$ cat src/rtl/core_ctrl_pkg.sv
// core_ctrl_pkg
//   Shared encodings for the multicycle RV32I control path: FSM state
//   enumeration, opcode constants, datapath select encodings and the
//   opcode-level decode helpers used by the controller.
//   No ports (package).
package core_ctrl_pkg;

    typedef enum logic [3:0] {
        FETCH    = 4'd0,
        DECODE   = 4'd1,
        MEMADR   = 4'd2,
        MEMREAD  = 4'd3,
        MEMWB    = 4'd4,
        MEMWRITE = 4'd5,
        EXEC_R   = 4'd6,
        EXEC_I   = 4'd7,
        ALUWB    = 4'd8,
        BRANCH   = 4'd9,
        JAL      = 4'd10
    } state_t;

    // Opcodes handled by this core
    localparam logic [6:0] OP_LOAD   = 7'b0000011;
    localparam logic [6:0] OP_STORE  = 7'b0100011;
    localparam logic [6:0] OP_RTYPE  = 7'b0110011;
    localparam logic [6:0] OP_IALU   = 7'b0010011;
    localparam logic [6:0] OP_BRANCH = 7'b1100011;
    localparam logic [6:0] OP_JAL    = 7'b1101111;
    localparam logic [6:0] OP_AUIPC  = 7'b0010111;

    // Internal ALUOp
    localparam logic [1:0] ALUOP_ADD   = 2'b00;
    localparam logic [1:0] ALUOP_SUB   = 2'b01;
    localparam logic [1:0] ALUOP_FUNCT = 2'b10;

    // ALUControl
    localparam logic [2:0] ALU_ADD = 3'b000;
    localparam logic [2:0] ALU_SUB = 3'b001;
    localparam logic [2:0] ALU_AND = 3'b010;
    localparam logic [2:0] ALU_OR  = 3'b011;
    localparam logic [2:0] ALU_XOR = 3'b100;
    localparam logic [2:0] ALU_SLT = 3'b101;

    // ImmSrc
    localparam logic [2:0] IMM_I = 3'b000;
    localparam logic [2:0] IMM_S = 3'b001;
    localparam logic [2:0] IMM_B = 3'b010;
    localparam logic [2:0] IMM_J = 3'b011;
    localparam logic [2:0] IMM_U = 3'b100;

    // ResultSrc
    localparam logic [1:0] RES_ALUOUT    = 2'b00;
    localparam logic [1:0] RES_DATA      = 2'b01;
    localparam logic [1:0] RES_ALURESULT = 2'b10;

    // ALUSrcA / ALUSrcB
    localparam logic [1:0] SRCA_PC    = 2'b00;
    localparam logic [1:0] SRCA_OLDPC = 2'b01;
    localparam logic [1:0] SRCA_RS1   = 2'b10;
    localparam logic [1:0] SRCB_RS2   = 2'b00;
    localparam logic [1:0] SRCB_IMM   = 2'b01;
    localparam logic [1:0] SRCB_FOUR  = 2'b10;

    // Immediate format for the extender; unknown opcodes fall back to I
    // so the extender input is never undefined.
    function automatic logic [2:0] imm_src_dec(input logic [6:0] op);
        logic [2:0] imm;
        case (op)
            OP_STORE:  imm = IMM_S;
            OP_BRANCH: imm = IMM_B;
            OP_JAL:    imm = IMM_J;
            OP_AUIPC:  imm = IMM_U;
            default:   imm = IMM_I;
        endcase
        return imm;
    endfunction

    // True for every opcode the DECODE state can dispatch
    function automatic logic op_supported(input logic [6:0] op);
        logic ok;
        case (op)
            OP_LOAD, OP_STORE, OP_RTYPE, OP_IALU,
            OP_BRANCH, OP_JAL, OP_AUIPC: ok = 1'b1;
            default:                     ok = 1'b0;
        endcase
        return ok;
    endfunction

endpackage

$ cat src/rtl/multicycle_ctrl_if.sv
// multicycle_ctrl_if
//   Bundle between the control FSM and the datapath/memory.
//   master : controller side (instruction fields, zero, mem_ready in;
//            handshake, selects and enables out)
//   slave  : datapath/memory side (mirror image)
interface multicycle_ctrl_if;

    logic [6:0] op;
    logic [2:0] funct3;
    logic       funct7b5;
    logic       zero;
    logic       mem_ready;

    logic       mem_req;
    logic       PCWrite;
    logic       AdrSrc;
    logic       MemWrite;
    logic       IRWrite;
    logic [1:0] ResultSrc;
    logic [1:0] ALUSrcA;
    logic [1:0] ALUSrcB;
    logic [2:0] ALUControl;
    logic [2:0] ImmSrc;
    logic       RegWrite;
    logic       illegal_op;
    logic       bus_err;

    modport master (
        input  op, funct3, funct7b5, zero, mem_ready,
        output mem_req, PCWrite, AdrSrc, MemWrite, IRWrite, ResultSrc,
               ALUSrcA, ALUSrcB, ALUControl, ImmSrc, RegWrite,
               illegal_op, bus_err
    );

    modport slave (
        output op, funct3, funct7b5, zero, mem_ready,
        input  mem_req, PCWrite, AdrSrc, MemWrite, IRWrite, ResultSrc,
               ALUSrcA, ALUSrcB, ALUControl, ImmSrc, RegWrite,
               illegal_op, bus_err
    );

endinterface

$ cat src/rtl/alu_ctrl_dec.sv
// alu_ctrl_dec
//   Combinational ALU operation decoder.
//   alu_op      in  2  00 add, 01 sub, 10 decode from funct3/funct7b5
//   funct3      in  3  instr[14:12]
//   funct7b5    in  1  instr[30]
//   op5         in  1  instr[5], distinguishes R-type from I-ALU
//   alu_control out 3  ALU operation select
module alu_ctrl_dec
    import core_ctrl_pkg::*;
(
    input  logic [1:0] alu_op,
    input  logic [2:0] funct3,
    input  logic       funct7b5,
    input  logic       op5,
    output logic [2:0] alu_control
);

    // ALU operation select from ALUOp and the function fields
    always_comb begin
        alu_control = ALU_ADD;
        case (alu_op)
            ALUOP_ADD: alu_control = ALU_ADD;
            ALUOP_SUB: alu_control = ALU_SUB;
            ALUOP_FUNCT: begin
                case (funct3)
                    // instr[30] only means sub for R-type; addi ignores it
                    3'b000:  alu_control = (op5 && funct7b5) ? ALU_SUB : ALU_ADD;
                    3'b010:  alu_control = ALU_SLT;
                    3'b100:  alu_control = ALU_XOR;
                    3'b110:  alu_control = ALU_OR;
                    3'b111:  alu_control = ALU_AND;
                    default: alu_control = ALU_ADD;
                endcase
            end
            default: alu_control = ALU_ADD;
        endcase
    end

endmodule

$ cat src/rtl/multicycle_ctrl.sv
// multicycle_ctrl
//   Main control FSM of the multicycle RV32I core. Sequences the shared
//   memory, IR, PC and ALU through fetch/decode/execute/memory/writeback
//   and drives every datapath select and enable.
//   clk      in  core clock, rising edge
//   reset_n  in  asynchronous active-low reset
//   bus      multicycle_ctrl_if.master: instruction fields, zero and
//            mem_ready in; mem_req, selects, enables, illegal_op, bus_err out
//   TIMEOUT_CYCLES: wait cycles allowed per memory access (0 = no limit)
//   CNT_W         : wait counter width, TIMEOUT_CYCLES < 2**CNT_W
module multicycle_ctrl
    import core_ctrl_pkg::*;
#(
    parameter int TIMEOUT_CYCLES = 0,
    parameter int CNT_W          = 8
) (
    input  logic               clk,
    input  logic               reset_n,
    multicycle_ctrl_if.master  bus
);

    localparam logic [CNT_W-1:0] CNT_ZERO      = {CNT_W{1'b0}};
    localparam logic [CNT_W-1:0] CNT_ONE       = {{(CNT_W-1){1'b0}}, 1'b1};
    localparam logic [CNT_W-1:0] CNT_MAX       = {CNT_W{1'b1}};
    localparam logic [CNT_W-1:0] TIMEOUT_LIMIT = CNT_W'(TIMEOUT_CYCLES);
    localparam bit               TIMEOUT_EN    = (TIMEOUT_CYCLES > 0);

    state_t           state_r;
    state_t           state_next_s;
    logic [CNT_W-1:0] wait_cnt_r;
    logic             timeout_s;
    logic             branch_taken_s;

    logic             mem_req_s;
    logic             pc_write_s;
    logic             adr_src_s;
    logic             mem_write_s;
    logic             ir_write_s;
    logic             reg_write_s;
    logic             illegal_op_s;
    logic [1:0]       result_src_s;
    logic [1:0]       alu_src_a_s;
    logic [1:0]       alu_src_b_s;
    logic [1:0]       alu_op_s;
    logic [2:0]       alu_control_s;

    // A late mem_ready in the limit cycle still completes the access
    assign timeout_s = TIMEOUT_EN && mem_req_s && !bus.mem_ready
                       && (wait_cnt_r == TIMEOUT_LIMIT);

    // beq taken on zero, bne on !zero; other branch funct3 never taken
    assign branch_taken_s = ((bus.funct3 == 3'b000) &&  bus.zero) ||
                            ((bus.funct3 == 3'b001) && !bus.zero);

    // State register
    always_ff @(posedge clk or negedge reset_n) begin
        if (!reset_n) begin
            state_r <= FETCH;
        end else begin
            state_r <= state_next_s;
        end
    end

    // Memory wait counter; every exit from a request state goes through
    // mem_ready or a timeout, so those two events are enough to clear it
    always_ff @(posedge clk or negedge reset_n) begin
        if (!reset_n) begin
            wait_cnt_r <= CNT_ZERO;
        end else if (!mem_req_s || bus.mem_ready || timeout_s) begin
            wait_cnt_r <= CNT_ZERO;
        end else if (wait_cnt_r != CNT_MAX) begin
            wait_cnt_r <= wait_cnt_r + CNT_ONE;
        end
    end

    // Next-state logic
    always_comb begin
        state_next_s = state_r;
        case (state_r)
            FETCH: begin
                if (bus.mem_ready) begin
                    state_next_s = DECODE;
                end else begin
                    state_next_s = FETCH;
                end
            end
            DECODE: begin
                case (bus.op)
                    OP_LOAD, OP_STORE: state_next_s = MEMADR;
                    OP_RTYPE:          state_next_s = EXEC_R;
                    OP_IALU:           state_next_s = EXEC_I;
                    OP_BRANCH:         state_next_s = BRANCH;
                    OP_JAL:            state_next_s = JAL;
                    OP_AUIPC:          state_next_s = ALUWB;
                    default:           state_next_s = FETCH;
                endcase
            end
            MEMADR: begin
                if (bus.op[5]) begin
                    state_next_s = MEMWRITE;
                end else begin
                    state_next_s = MEMREAD;
                end
            end
            MEMREAD: begin
                if (bus.mem_ready) begin
                    state_next_s = MEMWB;
                end else if (timeout_s) begin
                    state_next_s = FETCH;
                end else begin
                    state_next_s = MEMREAD;
                end
            end
            MEMWB: state_next_s = FETCH;
            MEMWRITE: begin
                if (bus.mem_ready || timeout_s) begin
                    state_next_s = FETCH;
                end else begin
                    state_next_s = MEMWRITE;
                end
            end
            EXEC_R:  state_next_s = ALUWB;
            EXEC_I:  state_next_s = ALUWB;
            ALUWB:   state_next_s = FETCH;
            BRANCH:  state_next_s = FETCH;
            JAL:     state_next_s = ALUWB;
            default: state_next_s = FETCH;
        endcase
    end

    // Moore output decode, plus handshake gating and branch resolution
    always_comb begin
        mem_req_s    = 1'b0;
        pc_write_s   = 1'b0;
        adr_src_s    = 1'b0;
        mem_write_s  = 1'b0;
        ir_write_s   = 1'b0;
        reg_write_s  = 1'b0;
        illegal_op_s = 1'b0;
        result_src_s = RES_ALUOUT;
        alu_src_a_s  = SRCA_PC;
        alu_src_b_s  = SRCB_RS2;
        alu_op_s     = ALUOP_ADD;
        case (state_r)
            FETCH: begin
                mem_req_s    = 1'b1;
                alu_src_b_s  = SRCB_FOUR;
                result_src_s = RES_ALURESULT;
                ir_write_s   = bus.mem_ready;
                pc_write_s   = bus.mem_ready;
            end
            DECODE: begin
                alu_src_a_s  = SRCA_OLDPC;
                alu_src_b_s  = SRCB_IMM;
                illegal_op_s = !op_supported(bus.op);
            end
            MEMADR: begin
                alu_src_a_s = SRCA_RS1;
                alu_src_b_s = SRCB_IMM;
            end
            MEMREAD: begin
                mem_req_s = 1'b1;
                adr_src_s = 1'b1;
            end
            MEMWB: begin
                result_src_s = RES_DATA;
                reg_write_s  = 1'b1;
            end
            MEMWRITE: begin
                mem_req_s   = 1'b1;
                adr_src_s   = 1'b1;
                mem_write_s = 1'b1;
            end
            EXEC_R: begin
                alu_src_a_s = SRCA_RS1;
                alu_src_b_s = SRCB_RS2;
                alu_op_s    = ALUOP_FUNCT;
            end
            EXEC_I: begin
                alu_src_a_s = SRCA_RS1;
                alu_src_b_s = SRCB_IMM;
                alu_op_s    = ALUOP_FUNCT;
            end
            ALUWB: begin
                reg_write_s = 1'b1;
            end
            BRANCH: begin
                alu_src_a_s = SRCA_RS1;
                alu_src_b_s = SRCB_RS2;
                alu_op_s    = ALUOP_SUB;
                pc_write_s  = branch_taken_s;
            end
            JAL: begin
                alu_src_a_s = SRCA_OLDPC;
                alu_src_b_s = SRCB_FOUR;
                pc_write_s  = 1'b1;
            end
            default: begin
                mem_req_s = 1'b0;
            end
        endcase
    end

    alu_ctrl_dec u_alu_ctrl_dec (
        .alu_op      (alu_op_s),
        .funct3      (bus.funct3),
        .funct7b5    (bus.funct7b5),
        .op5         (bus.op[5]),
        .alu_control (alu_control_s)
    );

    // Enables are forced low while reset is held so an abandoned access
    // cannot leak a strobe; a timeout cycle suppresses all writes.
    assign bus.mem_req    = reset_n & mem_req_s;
    assign bus.PCWrite    = reset_n & pc_write_s & ~timeout_s;
    assign bus.IRWrite    = reset_n & ir_write_s & ~timeout_s;
    assign bus.MemWrite   = reset_n & mem_write_s & ~timeout_s;
    assign bus.RegWrite   = reset_n & reg_write_s;
    assign bus.illegal_op = reset_n & illegal_op_s;
    assign bus.bus_err    = reset_n & timeout_s;

    assign bus.AdrSrc     = adr_src_s;
    assign bus.ResultSrc  = result_src_s;
    assign bus.ALUSrcA    = alu_src_a_s;
    assign bus.ALUSrcB    = alu_src_b_s;
    assign bus.ALUControl = alu_control_s;
    assign bus.ImmSrc     = imm_src_dec(bus.op);

endmodule

$ cat src/flat_wrapper.sv
// flat-port wrapper written by rule: the top's interface ports become plain ports
module multicycle_ctrl_flat import core_ctrl_pkg::*;
#(
    parameter int TIMEOUT_CYCLES = 0,
    parameter int CNT_W          = 8
)
  (clk, reset_n, bus_op, bus_funct3, bus_funct7b5, bus_zero, bus_mem_ready, bus_mem_req, bus_PCWrite, bus_AdrSrc, bus_MemWrite, bus_IRWrite, bus_ResultSrc, bus_ALUSrcA, bus_ALUSrcB, bus_ALUControl, bus_ImmSrc, bus_RegWrite, bus_illegal_op, bus_bus_err);
  multicycle_ctrl_if bus_i ();
  input  logic clk;
  input  logic reset_n;
  input wire logic [$bits(bus_i.op)-1:0] bus_op;
  input wire logic [$bits(bus_i.funct3)-1:0] bus_funct3;
  input wire logic [$bits(bus_i.funct7b5)-1:0] bus_funct7b5;
  input wire logic [$bits(bus_i.zero)-1:0] bus_zero;
  input wire logic [$bits(bus_i.mem_ready)-1:0] bus_mem_ready;
  output wire logic [$bits(bus_i.mem_req)-1:0] bus_mem_req;
  output wire logic [$bits(bus_i.PCWrite)-1:0] bus_PCWrite;
  output wire logic [$bits(bus_i.AdrSrc)-1:0] bus_AdrSrc;
  output wire logic [$bits(bus_i.MemWrite)-1:0] bus_MemWrite;
  output wire logic [$bits(bus_i.IRWrite)-1:0] bus_IRWrite;
  output wire logic [$bits(bus_i.ResultSrc)-1:0] bus_ResultSrc;
  output wire logic [$bits(bus_i.ALUSrcA)-1:0] bus_ALUSrcA;
  output wire logic [$bits(bus_i.ALUSrcB)-1:0] bus_ALUSrcB;
  output wire logic [$bits(bus_i.ALUControl)-1:0] bus_ALUControl;
  output wire logic [$bits(bus_i.ImmSrc)-1:0] bus_ImmSrc;
  output wire logic [$bits(bus_i.RegWrite)-1:0] bus_RegWrite;
  output wire logic [$bits(bus_i.illegal_op)-1:0] bus_illegal_op;
  output wire logic [$bits(bus_i.bus_err)-1:0] bus_bus_err;
  assign bus_i.op = bus_op;
  assign bus_i.funct3 = bus_funct3;
  assign bus_i.funct7b5 = bus_funct7b5;
  assign bus_i.zero = bus_zero;
  assign bus_i.mem_ready = bus_mem_ready;
  assign bus_mem_req = bus_i.mem_req;
  assign bus_PCWrite = bus_i.PCWrite;
  assign bus_AdrSrc = bus_i.AdrSrc;
  assign bus_MemWrite = bus_i.MemWrite;
  assign bus_IRWrite = bus_i.IRWrite;
  assign bus_ResultSrc = bus_i.ResultSrc;
  assign bus_ALUSrcA = bus_i.ALUSrcA;
  assign bus_ALUSrcB = bus_i.ALUSrcB;
  assign bus_ALUControl = bus_i.ALUControl;
  assign bus_ImmSrc = bus_i.ImmSrc;
  assign bus_RegWrite = bus_i.RegWrite;
  assign bus_illegal_op = bus_i.illegal_op;
  assign bus_bus_err = bus_i.bus_err;
  multicycle_ctrl #(.TIMEOUT_CYCLES(TIMEOUT_CYCLES), .CNT_W(CNT_W)) u_core (.clk(clk), .reset_n(reset_n), .bus(bus_i));
endmodule
$ cat config.mk
export PLATFORM = sky130hd
export DESIGN_NAME = multicycle_ctrl_flat
export DESIGN_NICKNAME = d
export VERILOG_FILES = /design/src/rtl/core_ctrl_pkg.sv /design/src/rtl/multicycle_ctrl_if.sv /design/src/rtl/alu_ctrl_dec.sv /design/src/rtl/multicycle_ctrl.sv /design/src/flat_wrapper.sv
export SDC_FILE = /design/constraint.sdc
export NUM_CORES = 1
export LEC_CHECK = 0
export BUFFER_PORTS_ARGS = -buffer_cell sky130_fd_sc_hd__clkbuf_2
export CELL_PAD_IN_SITES_DETAIL_PLACEMENT = 1
export CELL_PAD_IN_SITES_GLOBAL_PLACEMENT = 2
export CORE_MARGIN = 2
export CORE_UTILIZATION = 23
export CTS_CLUSTER_DIAMETER = 40
export DETAILED_ROUTE_END_ITERATION = 16
export PLACE_DENSITY = 0.84
export SKIP_CTS_REPAIR_TIMING = 1
export SYNTH_ARGS = -nofsm -noshare
export SYNTH_HDL_FRONTEND = slang
export SYNTH_HIERARCHICAL = 1
export SYNTH_SLANG_ARGS = --single-unit
$ cat constraint.sdc
create_clock -name clk -period 1.7 [get_ports clk]
set_input_delay 0.255 -clock clk [delete_from_list [all_inputs] [get_ports clk]]
set_output_delay 0.255 -clock clk [all_outputs]
set_load 0.01 [all_outputs]
==> flow_metrics.py, run 1 <==
metrics = {
    "status": {
        "status": "finished, violations left",
        "violations": "setup timing",
    },
    "worst_setup_path": {
        "cp_slowest_cell": "dfrtp_1",
        "crit_required_ns": 1.44,
        "worst-setup-path-type": "flip-flop to output port",
        "endpoint_kind": "output port",
        "slowest_delay_ns": 0.40,
        "crit_family": "simple AND/OR/NAND/NOR gates",
        "crit_buf_inv": 2,
        "r2r_cells": 6,
        "critical_path_arrival_ns": 1.59,
        "crit_cells": 6,
        "start_kind": "flip-flop",
        "cp_max_fo": 3,
        "crit_chain": "nand2b_4, nor2_4, inv_2, ha_4, and4b_1, buf_2",
    },
    "synth": {
        "synth_edf_count": 0,
        "synth_cells": 98,
        "syn-cell-area_um2": 721,
        "synth_nets": 115,
        "synth_seq_cells": 4,
        "postSynthAreaPerCell_um2": 7.35,
        "synth_flop_cell": "dfrtp_1",
        "synth_top_cell_by_area": "dfrtp_1",
        "synthArstFlopShare": 1.00,
        "ys_warn_count": 6,
        "post-synth-top-area-fraction": 0.139,
        "ys_top_cells_by_count": "nor2_1, a21oi_1, nand2_1",
        "yosys.cell_count.top_type": "nor2_1",
        "synth.distinct_cells": 39,
        "ys_seq_area_frac": 0.139,
        "synthTopCellsByArea": "dfrtp_1, a21oi_1, nor2_1",
    },
    "cells_and_area": {
        "reg.largest.list": "u_core/state_r (4)",
        "final_nets": 169,
        "largest_register_ffs": 4,
        "regMostFlops": "u_core/state_r",
        "drive_above_1_share": 0.547,
        "diodes": 0,
        "areaGrowthSynthToFinish_pct": 77.4,
    },
    "sta": {
        "fin_hold_ws_ns": 0.287,
        "fmax_mhz": 542,
        "timing.final.ws_setup_ns": -0.144,
        "hold_viol": 0,
        "finalCritPeriodShare": 1.08,
        "finalMaxSlewViolations": 0,
        "finClkSkew_ns": 0.00222,
        "report.final.setup_viol": 7,
        "rsz0062_at_grt": "true",
        "fin_crit_ns": 1.84,
    },
    "drt": {
        "drc_errors": 0,
        "dr.first_iter.drc_count": 13,
        "via_count": 923,
        "drt-total-wl_um": 2580,
        "ant_nets": 0,
        "wl_per_cell_um": 13.3,
        "first_pass_iters": 4,
        "vias_per_cell": 4.76,
    },
    "placement": {
        "hpwl_um": 1740,
        "io_buffers": 33,
        "gp_congestion": 0.726,
    },
    "cts": {
        "cts-root-buf": "clkbuf_4",
        "insertion_delay_ns": 0.23,
        "cts_tree": "yes",
        "clock-sinks": 4,
        "numCtsBuffers": 3,
        "cts_max_level": 1,
        "cts.clk_slew.worst_paths_ns": 0.04,
        "ctsLongestPathBuffers": 2,
    },
    "flow_run": {
        "cap_violations": 0,
    },
    "global_routing": {
        "grt_pass1_vias": 838,
        "grt_start_max_net_pins": 15,
        "overflow": 0,
        "grt_antenna_before_repair": 0,
        "track_usage": 0.132,
        "grt_pass1_wl_um": 3640,
    },
    "pwr": {
        "switchingPower_uw": 178,
        "internal_power_uw": 330,
        "combPwrFrac": 0.559,
        "seqPwrFrac": 0.214,
        "p_sw_frac": 0.350,
        "vdd_ir_drop_max_mv": 0.158,
        "power_uw": 508,
        "leakage_nw": 0.545,
        "power.density_nw_per_um2": 397,
        "clockPowerShare": 0.227,
    },
    "floorplanning": {
        "start_util": 0.238,
        "die-area_um2": 3600,
        "core-area_um2": 3030,
        "pin_count": 35,
        "die_h_um": 60.0,
        "die_x_um": 60.0,
        "fp-row-count": 20,
    },
    "min_path": {
        "whs_path_depth": 3,
        "hp-class": "primary input to flip-flop",
    },
}
logic make-up after synthesis:
group,share of synthesized area
DFF,0.139
adders and majority gates,0.0347
xor gates and xnor gates,0.0486
buffers and inverters,0.0920
muxes,0.0156
AOI/OAI and AO/OA,0.212
and+or+nand+nor,0.453
other,0.00520
placed cells by master, fill, tap and decap left out, types with 2 or more instances in the layout:
master     n
clkbuf_2  21
buf_4     12
buf_2     11
nor2_1     9
a21oi_1    9
buf_6      6
nand2_1    6
nand2b_4   4
nor3_1     4
xnor2_1    4
inv_1      4
clkbuf_4   3
o21ai_0    3
and3_1     3
nor3b_1    3
buf_12     3
nor2b_4    2
nor3_4     2
a211oi_1   2
or3_1      2
nand2b_1   2
nor4_4     2
nor2_4     2
nor2b_1    2
dfrtp_2    2
dfrtp_1    2
per-layer routing:
| metal | global-route usage | up-vias | part of all wire |
|---|---|---|---|
| met5 | 0 | - | 0 |
| met4 | 0.0667 | 0 | 0.022 |
| met3 | 0.0173 | 4 | 0.041 |
| met2 | 0.216 | 28 | 0.51 |
| met1 | 0.169 | 433 | 0.42 |
| li1 | - | 458 | - |
cell type report:
type                            instances  area, um^2
Inverter                                6        30.0
Sequential cell                         4         103
Tap cell                               44        55.1
Fill cell                             368        1750
Clock buffer                            3        22.5
Multi-Input combinational cell         82         656
Timing Repair Buffer                   55         413
final timing paths:
check                             startpoint           endpoint  slack, ns
max                        u_core/state_r[2]  bus_ALUControl[1]      -0.14
min                                bus_op[0]  u_core/state_r[1]       0.29
max reg2reg                u_core/state_r[2]  u_core/state_r[2]       0.25
min reg2reg                u_core/state_r[1]  u_core/state_r[1]       0.70
max in group asynchronous            reset_n  u_core/state_r[0]       1.09
min in group asynchronous            reset_n  u_core/state_r[1]       0.40
per-stage QoR:
stage	cell area [um^2]	setup WS [ns]	TNS, ns	util	cells
floorplan	721	0.0346	0	-	98
global placement	970	0.0320	0	0.320	177
detailed placement	970	-0.0373	-0.0373	0.320	177
CTS	992	-0.297	-1.27	0.328	180
global route	1280	-0.216	-1.33	0.422	194
finish	1280	-0.144	-0.715	0.422	194
power by group through the flow:
stage	clock network (mW)	registers (mW)	logic [mW]
2_1_floorplan	0	0.107	0.117
3_3_place_gp	0	0.106	0.199
3_5_place_dp	0	0.107	0.204
4_1_cts	0.121	0.106	0.205
5_1_grt	0.130	0.109	0.310
6_report	0.115	0.109	0.284
worst register-to-register path, stage by stage (launching register included):
cell	delay, ns
dfrtp_1	0.40
buf_6	0.15
buf_12	0.14
nor3_4	0.20
buf_4	0.14
nand2_2	0.05
o32ai_1	0.25
Power figures use the tool's default switching activity.
==> inputs of run 2 (changes only) <==
==> constraint.sdc (replaced) <==
create_clock -name clk -period 1.7 [get_ports clk]
set_input_delay 0.255 -clock clk [delete_from_list [all_inputs] [get_ports clk]]
set_output_delay 0.255 -clock clk [all_outputs]
set_load 0.1 [all_outputs]
==> flow_metrics.py, run 2 (synthesis gave the netlist of run 1 again) <==
metrics = {
    "status": {
        "status": "finished, violations left",
        "violations": "setup timing",
    },
    "drt": {
        "via_count": 982,
        "dr.first_iter.drc_count": 26,
        "drc_errors": 0,
        "wl_per_cell_um": 15.9,
        "first_pass_iters": 4,
        "vias_per_cell": 4.79,
        "drt-total-wl_um": 3260,
        "ant_nets": 0,
    },
    "sta": {
        "finClkSkew_ns": 0.0132,
        "hold_viol": 0,
        "fmax_mhz": 496,
        "report.final.setup_viol": 15,
        "rsz0062_at_grt": "true",
        "finalMaxSlewViolations": 0,
        "timing.final.ws_setup_ns": -0.317,
        "fin_crit_ns": 2.02,
        "finalCritPeriodShare": 1.19,
        "fin_hold_ws_ns": 0.265,
    },
    "floorplanning": {
        "die-area_um2": 3600,
        "start_util": 0.238,
        "core-area_um2": 3030,
        "fp-row-count": 20,
        "die_x_um": 60.0,
        "die_h_um": 60.0,
        "pin_count": 35,
    },
    "cells_and_area": {
        "final_cell_mix": "buf_12, buf_4, clkbuf_2",
        "diodes": 0,
        "largest_register_ffs": 4,
        "drive_above_1_share": 0.739,
        "regMostFlops": "u_core/state_r",
        "fin_cells": 205,
        "reg.largest.list": "u_core/state_r (4)",
        "final_nets": 179,
        "final_common_cell": "buf_12",
        "areaGrowthSynthToFinish_pct": 154,
        "postLayoutCoreUtil": 0.604,
    },
    "pwr": {
        "internal_power_uw": 443,
        "leakage_nw": 0.703,
        "vdd_ir_drop_max_mv": 0.262,
        "power_uw": 877,
        "p_sw_frac": 0.495,
        "clockPowerShare": 0.166,
        "power.density_nw_per_um2": 480,
        "seqPwrFrac": 0.122,
        "switchingPower_uw": 435,
        "combPwrFrac": 0.712,
    },
    "global_routing": {
        "overflow": 0,
        "grt_start_max_net_pins": 15,
        "grt_pass1_wl_um": 4480,
        "track_usage": 0.167,
        "grt_pass1_vias": 987,
        "grt_antenna_before_repair": 0,
    },
    "flow_run": {
        "cap_violations": 0,
    },
    "worst_setup_path": {
        "critical_path_arrival_ns": 1.76,
        "crit_required_ns": 1.44,
        "endpoint_kind": "output port",
        "worst-setup-path-type": "flip-flop to output port",
        "cp_max_fo": 3,
        "start_kind": "flip-flop",
        "r2r_cells": 5,
    },
    "cts": {
        "insertion_delay_ns": 0.26,
        "clock-sinks": 4,
        "ctsLongestPathBuffers": 2,
        "numCtsBuffers": 3,
        "cts.clk_slew.worst_paths_ns": 0.05,
        "cts_tree": "yes",
        "cts-root-buf": "clkbuf_4",
        "cts_max_level": 1,
    },
    "placement": {
        "placedCellCount": 195,
        "gp_congestion": 0.785,
        "io_buffers": 33,
        "hpwl_um": 2230,
    },
    "min_path": {
        "whs_path_depth": 3,
        "hp-class": "primary input to flip-flop",
    },
}
-- run 2: routing by layer --
| metal | vias up | track usage | share of wire |
|---|---|---|---|
| met3 | 6 | 0.0195 | 0.040 |
| li1 | 477 | - | - |
| met4 | 0 | 0.0762 | 0.025 |
| met5 | - | 0 | 0 |
| met2 | 31 | 0.287 | 0.54 |
| met1 | 468 | 0.205 | 0.40 |
-- run 2: power by group through the flow --
stage | logic [mW] | clock network, mW | registers [mW]
after floorplan | 0.357 | 0 | 0.110
after global placement | 0.562 | 0 | 0.105
after detailed placement | 0.572 | 0 | 0.105
after CTS | 0.573 | 0.154 | 0.104
after global routing | 0.650 | 0.161 | 0.107
final | 0.625 | 0.146 | 0.107
-- run 2: final cells by class --
class | instances | area [um^2]
flip-flops and latches | 4 | 104
clock buffers | 4 | 26.3
multi-input cells | 82 | 870
well taps | 44 | 55.1
repair buffers | 65 | 749
inverters | 6 | 25.0
fillers | 330 | 1200
-- run 2: worst paths after layout --
path,start,slack [ns],to
worst max register to register,u_core/state_r[2],0.27,u_core/state_r[2]
min in group asynchronous,reset_n,0.52,u_core/state_r[0]
worst min-delay path,bus_op[0],0.27,u_core/state_r[1]
worst min register to register,u_core/state_r[3],0.73,u_core/state_r[0]
max in group asynchronous,reset_n,0.96,u_core/state_r[3]
worst max-delay path,u_core/state_r[1],-0.32,bus_PCWrite
-- run 2: per-stage QoR --
stage	cell area [um^2]	worst slack, ns	setup TNS [ns]
after global placement	1570	-0.110	-0.385
after detailed placement	1570	-0.170	-0.581
after floorplan	933	-0.806	-4.82
after global routing	1830	-0.380	-3.73
after CTS	1600	-0.467	-3.49
final	1830	-0.317	-2.73
-- run 2: critical path, stage by stage (launching register included) --
cell      delay [ns]
dfrtp_2         0.42
nand2b_4        0.17
buf_6           0.13
nor4_4          0.16
nor3b_2         0.10
nor4b_4         0.31
buf_12          0.21
